### config.mk
export PLATFORM = sky130hd
export DESIGN_NAME = fifo_rd_arbiter
export DESIGN_NICKNAME = d
export VERILOG_FILES = /design/src/rtl/fifo_arb_pkg.sv /design/src/rtl/rr_pick.sv /design/src/rtl/fifo_rd_arbiter.sv
export SDC_FILE = /design/constraint.sdc
export NUM_CORES = 1
export LEC_CHECK = 0
export CORE_MARGIN = 2
export CORE_UTILIZATION = 30
export CTS_BUF_LIST = sky130_fd_sc_hd__clkbuf_16
export DETAILED_ROUTE_END_ITERATION = 10
export PLACE_DENSITY = 0.63
export SLEW_MARGIN = 10
export SYNTH_ARGS = -nofsm -noshare
export SYNTH_HDL_FRONTEND = slang
export SYNTH_SLANG_ARGS = --single-unit
### constraint.sdc
create_clock -name rd_clk -period 2.4 [get_ports rd_clk]
set_clock_uncertainty 0.15 [all_clocks]
set_input_delay 0.36 -clock rd_clk [delete_from_list [all_inputs] [get_ports rd_clk]]
set_output_delay 0.36 -clock rd_clk [all_outputs]
set_load 0.02 [all_outputs]
### src/rtl/fifo_arb_pkg.sv
// Shared types and width helpers for the FIFO read-port arbiter.
package fifo_arb_pkg;

  typedef enum logic [1:0] {
    IDLE  = 2'd0,
    ISSUE = 2'd1,
    WAIT  = 2'd2
  } state_t;

  // Bits needed to hold a counter that may reach max_val.
  function automatic int cnt_width(input int max_val);
    return (max_val < 1) ? 1 : $clog2(max_val + 1);
  endfunction

endpackage

### src/rtl/rr_pick.sv
// Combinational round-robin picker: first set request at or after rr_ptr, wrapping.
module rr_pick #(
  parameter int N_REQ = 4,
  parameter int IDX_W = 2
) (
  input  logic [N_REQ-1:0] req,
  input  logic [IDX_W-1:0] rr_ptr,
  output logic [N_REQ-1:0] win,
  output logic [IDX_W-1:0] win_idx
);

  logic             found;
  logic [IDX_W:0]   sum;
  logic [IDX_W-1:0] cand;

  always_comb begin
    win     = '0;
    win_idx = '0;
    found   = 1'b0;
    sum     = '0;
    cand    = '0;
    for (int k = 0; k < N_REQ; k++) begin
      // Wrap by subtraction so non-power-of-two N_REQ works.
      sum = {1'b0, rr_ptr} + (IDX_W+1)'(k);
      if (sum >= (IDX_W+1)'(N_REQ)) sum = sum - (IDX_W+1)'(N_REQ);
      cand = sum[IDX_W-1:0];
      if (!found && req[cand]) begin
        found   = 1'b1;
        win_idx = cand;
        win     = N_REQ'(1) << cand;
      end
    end
  end

endmodule

### src/rtl/fifo_rd_arbiter.sv
// Round-robin arbiter sharing the gray FIFO read port among N_REQ consumers,
// with bursts of up to BURST_MAX words per grant and a sticky read timeout.
module fifo_rd_arbiter
  import fifo_arb_pkg::*;
#(
  parameter int N_REQ     = 4,
  parameter int DATA_W    = 8,
  parameter int BURST_MAX = 4,
  parameter int TIMEOUT   = 8
) (
  input  logic              rd_clk,
  input  logic              rst_,
  input  logic [N_REQ-1:0]  req,
  output logic [N_REQ-1:0]  gnt,
  output logic              rd_req_,
  input  logic              empty,
  input  logic              rd_valid,
  input  logic [DATA_W-1:0] rd_data,
  output logic [DATA_W-1:0] dout,
  output logic [N_REQ-1:0]  dout_vld,
  output logic              timeout_err
);

  localparam int IDX_W = $clog2(N_REQ);
  localparam int BC_W  = cnt_width(BURST_MAX);
  localparam int WC_W  = cnt_width(TIMEOUT);

  state_t           state, state_nxt;
  logic [IDX_W-1:0] rr_ptr;
  logic [IDX_W-1:0] w;
  logic [IDX_W-1:0] w_inc;
  logic [BC_W-1:0]  burst_cnt;
  logic [BC_W-1:0]  burst_inc;
  logic             burst_more;
  logic [WC_W-1:0]  wait_cnt;

  logic [N_REQ-1:0] pick;
  logic [IDX_W-1:0] pick_idx;

  logic take_grant;
  logic release_gnt;
  logic word_in;
  logic do_timeout;
  logic clr_wait;

  rr_pick #(
    .N_REQ (N_REQ),
    .IDX_W (IDX_W)
  ) u_rr_pick (
    .req     (req),
    .rr_ptr  (rr_ptr),
    .win     (pick),
    .win_idx (pick_idx)
  );

  assign burst_inc  = burst_cnt + BC_W'(1);
  assign burst_more = (burst_inc < BC_W'(BURST_MAX));
  assign w_inc      = (w == IDX_W'(N_REQ - 1)) ? '0 : (w + IDX_W'(1));

  always_comb begin
    state_nxt   = state;
    take_grant  = 1'b0;
    release_gnt = 1'b0;
    word_in     = 1'b0;
    do_timeout  = 1'b0;
    clr_wait    = 1'b0;
    rd_req_     = 1'b1;
    case (state)
      IDLE: begin
        if ((|req) && !empty) begin
          take_grant = 1'b1;
          state_nxt  = ISSUE;
        end
      end
      ISSUE: begin
        if (!empty) begin
          rd_req_   = 1'b0;
          clr_wait  = 1'b1;
          state_nxt = WAIT;
        end else begin
          release_gnt = 1'b1;
          state_nxt   = IDLE;
        end
      end
      WAIT: begin
        // A returning word wins over a timeout landing on the same cycle.
        if (rd_valid) begin
          word_in = 1'b1;
          if (req[w] && !empty && burst_more) begin
            state_nxt = ISSUE;
          end else begin
            release_gnt = 1'b1;
            state_nxt   = IDLE;
          end
        end else if (wait_cnt == WC_W'(TIMEOUT - 1)) begin
          do_timeout  = 1'b1;
          release_gnt = 1'b1;
          state_nxt   = IDLE;
        end
      end
      default: state_nxt = IDLE;
    endcase
  end

  always_ff @(posedge rd_clk) begin
    if (!rst_) begin
      state       <= IDLE;
      gnt         <= '0;
      w           <= '0;
      rr_ptr      <= '0;
      burst_cnt   <= '0;
      wait_cnt    <= '0;
      dout        <= '0;
      dout_vld    <= '0;
      timeout_err <= 1'b0;
    end else begin
      state    <= state_nxt;
      dout_vld <= '0;
      if (take_grant) begin
        gnt       <= pick;
        w         <= pick_idx;
        burst_cnt <= '0;
      end
      if (release_gnt) begin
        gnt    <= '0;
        rr_ptr <= w_inc;
      end
      if (clr_wait) begin
        wait_cnt <= '0;
      end else if (state == WAIT) begin
        wait_cnt <= wait_cnt + WC_W'(1);
      end
      if (word_in) begin
        dout      <= rd_data;
        dout_vld  <= gnt;
        burst_cnt <= burst_inc;
      end
      if (do_timeout) begin
        timeout_err <= 1'b1;
      end
    end
  end

endmodule

==> reports/metrics.csv <==
metric,value,unit
status,finished clean,
holdWs,0.305,ns
startpoint,rr_ptr[1]$_SDFFE_PN0P_,
h-tree-depth,2,
syn_avg_cell_area,8.91,µm²
slew_violations,0,
wl_per_cell,13.1,µm
final.period_utilization,94.7,%
placed_cells,312,
die_h,81.6,µm
drive_gt1_share,13.0,%
nets,277,
pin_count,34,
pwr_density_cell,605,mW/mm²
power.leakage,0.949,nW
layout_setup_ws,0.128,ns
pre_cts_ws,-0.0339,ns
start_util,30.7,%
tns,0,ns
fmax,440,MHz
fin_crit,2.27,ns
core,0.00589,mm²
cp.required,2.43,ns
synth_area,0.00181,mm²
rows,28,
grt_usage,13.5,%
die_w,81.6,µm
ff2ff_path_depth,7,
seq_area_frac_synth,33.2,%
postRouteAntennaNets,0,
peakVddDrop,344,µV
synth_edf_count,0,
syn_nets,234,
numCtsBuffers,5,
worst_pin_slew,0.426,ns
drc,0,
r2r_end,gnt[3]$_SDFFE_PP0P_,
antennaDiodeCount,0,
finalSetupViolCount,0,
dp_hpwl,3.07,mm
grt_pass1_wl,6.82,mm
rsz0062_at_grt,no,
cp-start-kind,flop,
wl_met2,2.04,mm
rrSetupSlack,0.13,ns
grt_pass1_vias,1456,
routed_wl,4.22,mm
cp.arrival,2.30,ns
cts.sinks,30,
yosysWarnings,0,
relSlewSlack,71.6,%
gp_congestion,0.780,
drt_first_iter_violations,49,
synth-main-ff-cell,dfxtp_1,
grt_antenna_before_repair,0,
min_path_type,reg2reg,
drt-met1-wl,1.85,mm
crit_type,reg2reg,
timing.max_cap.violations,0,
grt_max_degree,14,
wl_met3,266,µm
num_vias,1630,
ys_types,42,
cp-endpoint,gnt[3]$_SDFFE_PP0P_,
cts_resized,0,
syn_inst,203,
syn2layout_area_growth,37.0,%
cts.path.max_buffers,2,
stdcell_count,322,
critPathMaxFanout,10,
final_hold_viol_count,0,
async_flop_share,0,%
reg2reg_from,rr_ptr[1]$_SDFFE_PN0P_,
cts_root_buf,clkbuf_16,
cp-end-kind,flop,
drt_pre_antenna_iters,4,
grt-ovfl-total,0,
cts_tree,done,
synth-seq-cells,30,
numPortBuffers,33,
worstSkewPairLatency,0.27,ns
top_layer_used,met4,
cts.clk_slew.worst_paths,0.05,ns
vias_per_cell,5.06,
dieArea,0.00666,mm²
layer usage:
layer	vias up	GRT usage [%]
li1	827	-
met1	748	16.3
met2	50	22.6
met3	5	3.74
met4	0	5.33
met5	-	0
power by group:
part | switching (mW) | leakage [nW] | internal, mW | total, mW
Sequential | 0.0253 | 0.244 | 0.529 | 0.554
Combinational | 0.184 | 0.638 | 0.170 | 0.355
Clock | 0.214 | 0.0672 | 0.377 | 0.591
cells by family after synthesis:
group | synth area share, %
AO/OA/AOI/OAI | 21.9
XOR/XNOR | 1.94
adder cells (fa/ha/maj) | 10.4
buffers and inverters | 5.95
flip-flops | 33.2
multiplexers | 8.37
AND/OR/NAND/NOR | 18.2
worst min-delay path by stage:
stage	start	endpoint	slack (ns)	depth (start not counted)
finish	dout[4]$_SDFFE_PN0P_	dout[4]$_SDFFE_PN0P_	0.31	2
global route	dout[1]$_SDFFE_PN0P_	dout[1]$_SDFFE_PN0P_	0.32	2
CTS	dout[0]$_SDFFE_PN0P_	dout[0]$_SDFFE_PN0P_	0.31	2
detailed placement	dout[0]$_SDFFE_PN0P_	dout[0]$_SDFFE_PN0P_	0.30	2
global placement	dout[6]$_SDFFE_PN0P_	dout[6]$_SDFFE_PN0P_	0.29	2
floorplan	wait_cnt[3]$_SDFFE_PP0N_	wait_cnt[3]$_SDFFE_PP0N_	0.32	2
registers in the layout (all words and copies together) (netlist names), 2 cells and up:
name and cells:
w 2, dout_vld 4, rr_ptr 2, gnt 4, dout 8, burst_cnt 3
state 2, wait_cnt 4
what timing repair did:
item | CTS | global route
setup buffers | 0 | 1
hold buffers | 0 | 0
endpoints found under the setup margin | 0 | 2
cells in the final DEF, fill, tap and decap left out, types with 5 or more instances in the layout:
| cell type | count |
|---|---|
| buf_4 | 15 |
| nor3b_1 | 5 |
| a21oi_1 | 14 |
| mux2i_1 | 5 |
| inv_1 | 13 |
| ha_1 | 14 |
| o31ai_1 | 5 |
| nand2_1 | 22 |
| dfxtp_1 | 29 |
| clkdlybuf4s50_1 | 33 |
| clkbuf_16 | 5 |
| nand2b_1 | 5 |
| and3_1 | 5 |
| nor2_1 | 11 |
cell usage after synthesis, types with 4 or more instances:
cell / instances / area (µm²)
ha_1: 15 / 188
nor2_1: 11 / 41.3
clkbuf_1: 8 / 30.0
and3_1: 5 / 31.3
buf_2: 5 / 25.0
mux2i_1: 5 / 50.1
o21ai_0: 4 / 20.0
nand2b_1: 5 / 31.3
nand2_1: 22 / 82.6
o211ai_1: 4 / 30.0
a21oi_1: 14 / 70.1
inv_1: 14 / 52.6
dfxtp_1: 30 / 601
nor3b_1: 5 / 37.5
mux4_2: 4 / 90.1
a21o_1: 4 / 30.0
o31ai_1: 5 / 37.5
o22ai_1: 4 / 25.0
a311oi_1: 4 / 35.0
stage by stage:
step	cell area [µm²]	power (mW)	utilization [%]
floorplan	1840	0.786	-
global placement	2300	0.908	39.1
detailed placement	2300	0.910	39.1
CTS	2440	1.51	41.5
global route	2480	1.58	42.1
finish	2480	1.50	42.1
cell type report:
type | instances | area [µm²]
fillers | 573 | 3410
multi-input cells | 147 | 1140
flip-flops and latches | 30 | 602
repair buffers | 48 | 443
clock buffers | 5 | 125
well taps | 75 | 93.8
inverters | 14 | 56.3
clock inverters | 3 | 16.3
critical path, cell delays in order, from the launching register on:
cell and delay (ns):
dfxtp_1 0.31, inv_1 0.20, ha_4 0.28, or3b_4 0.40, a2111oi_4 0.33, buf_4 0.19, o31ai_1 0.06, a311oi_1 0.25
No activity file was read; power rests on OpenSTA's default activity.
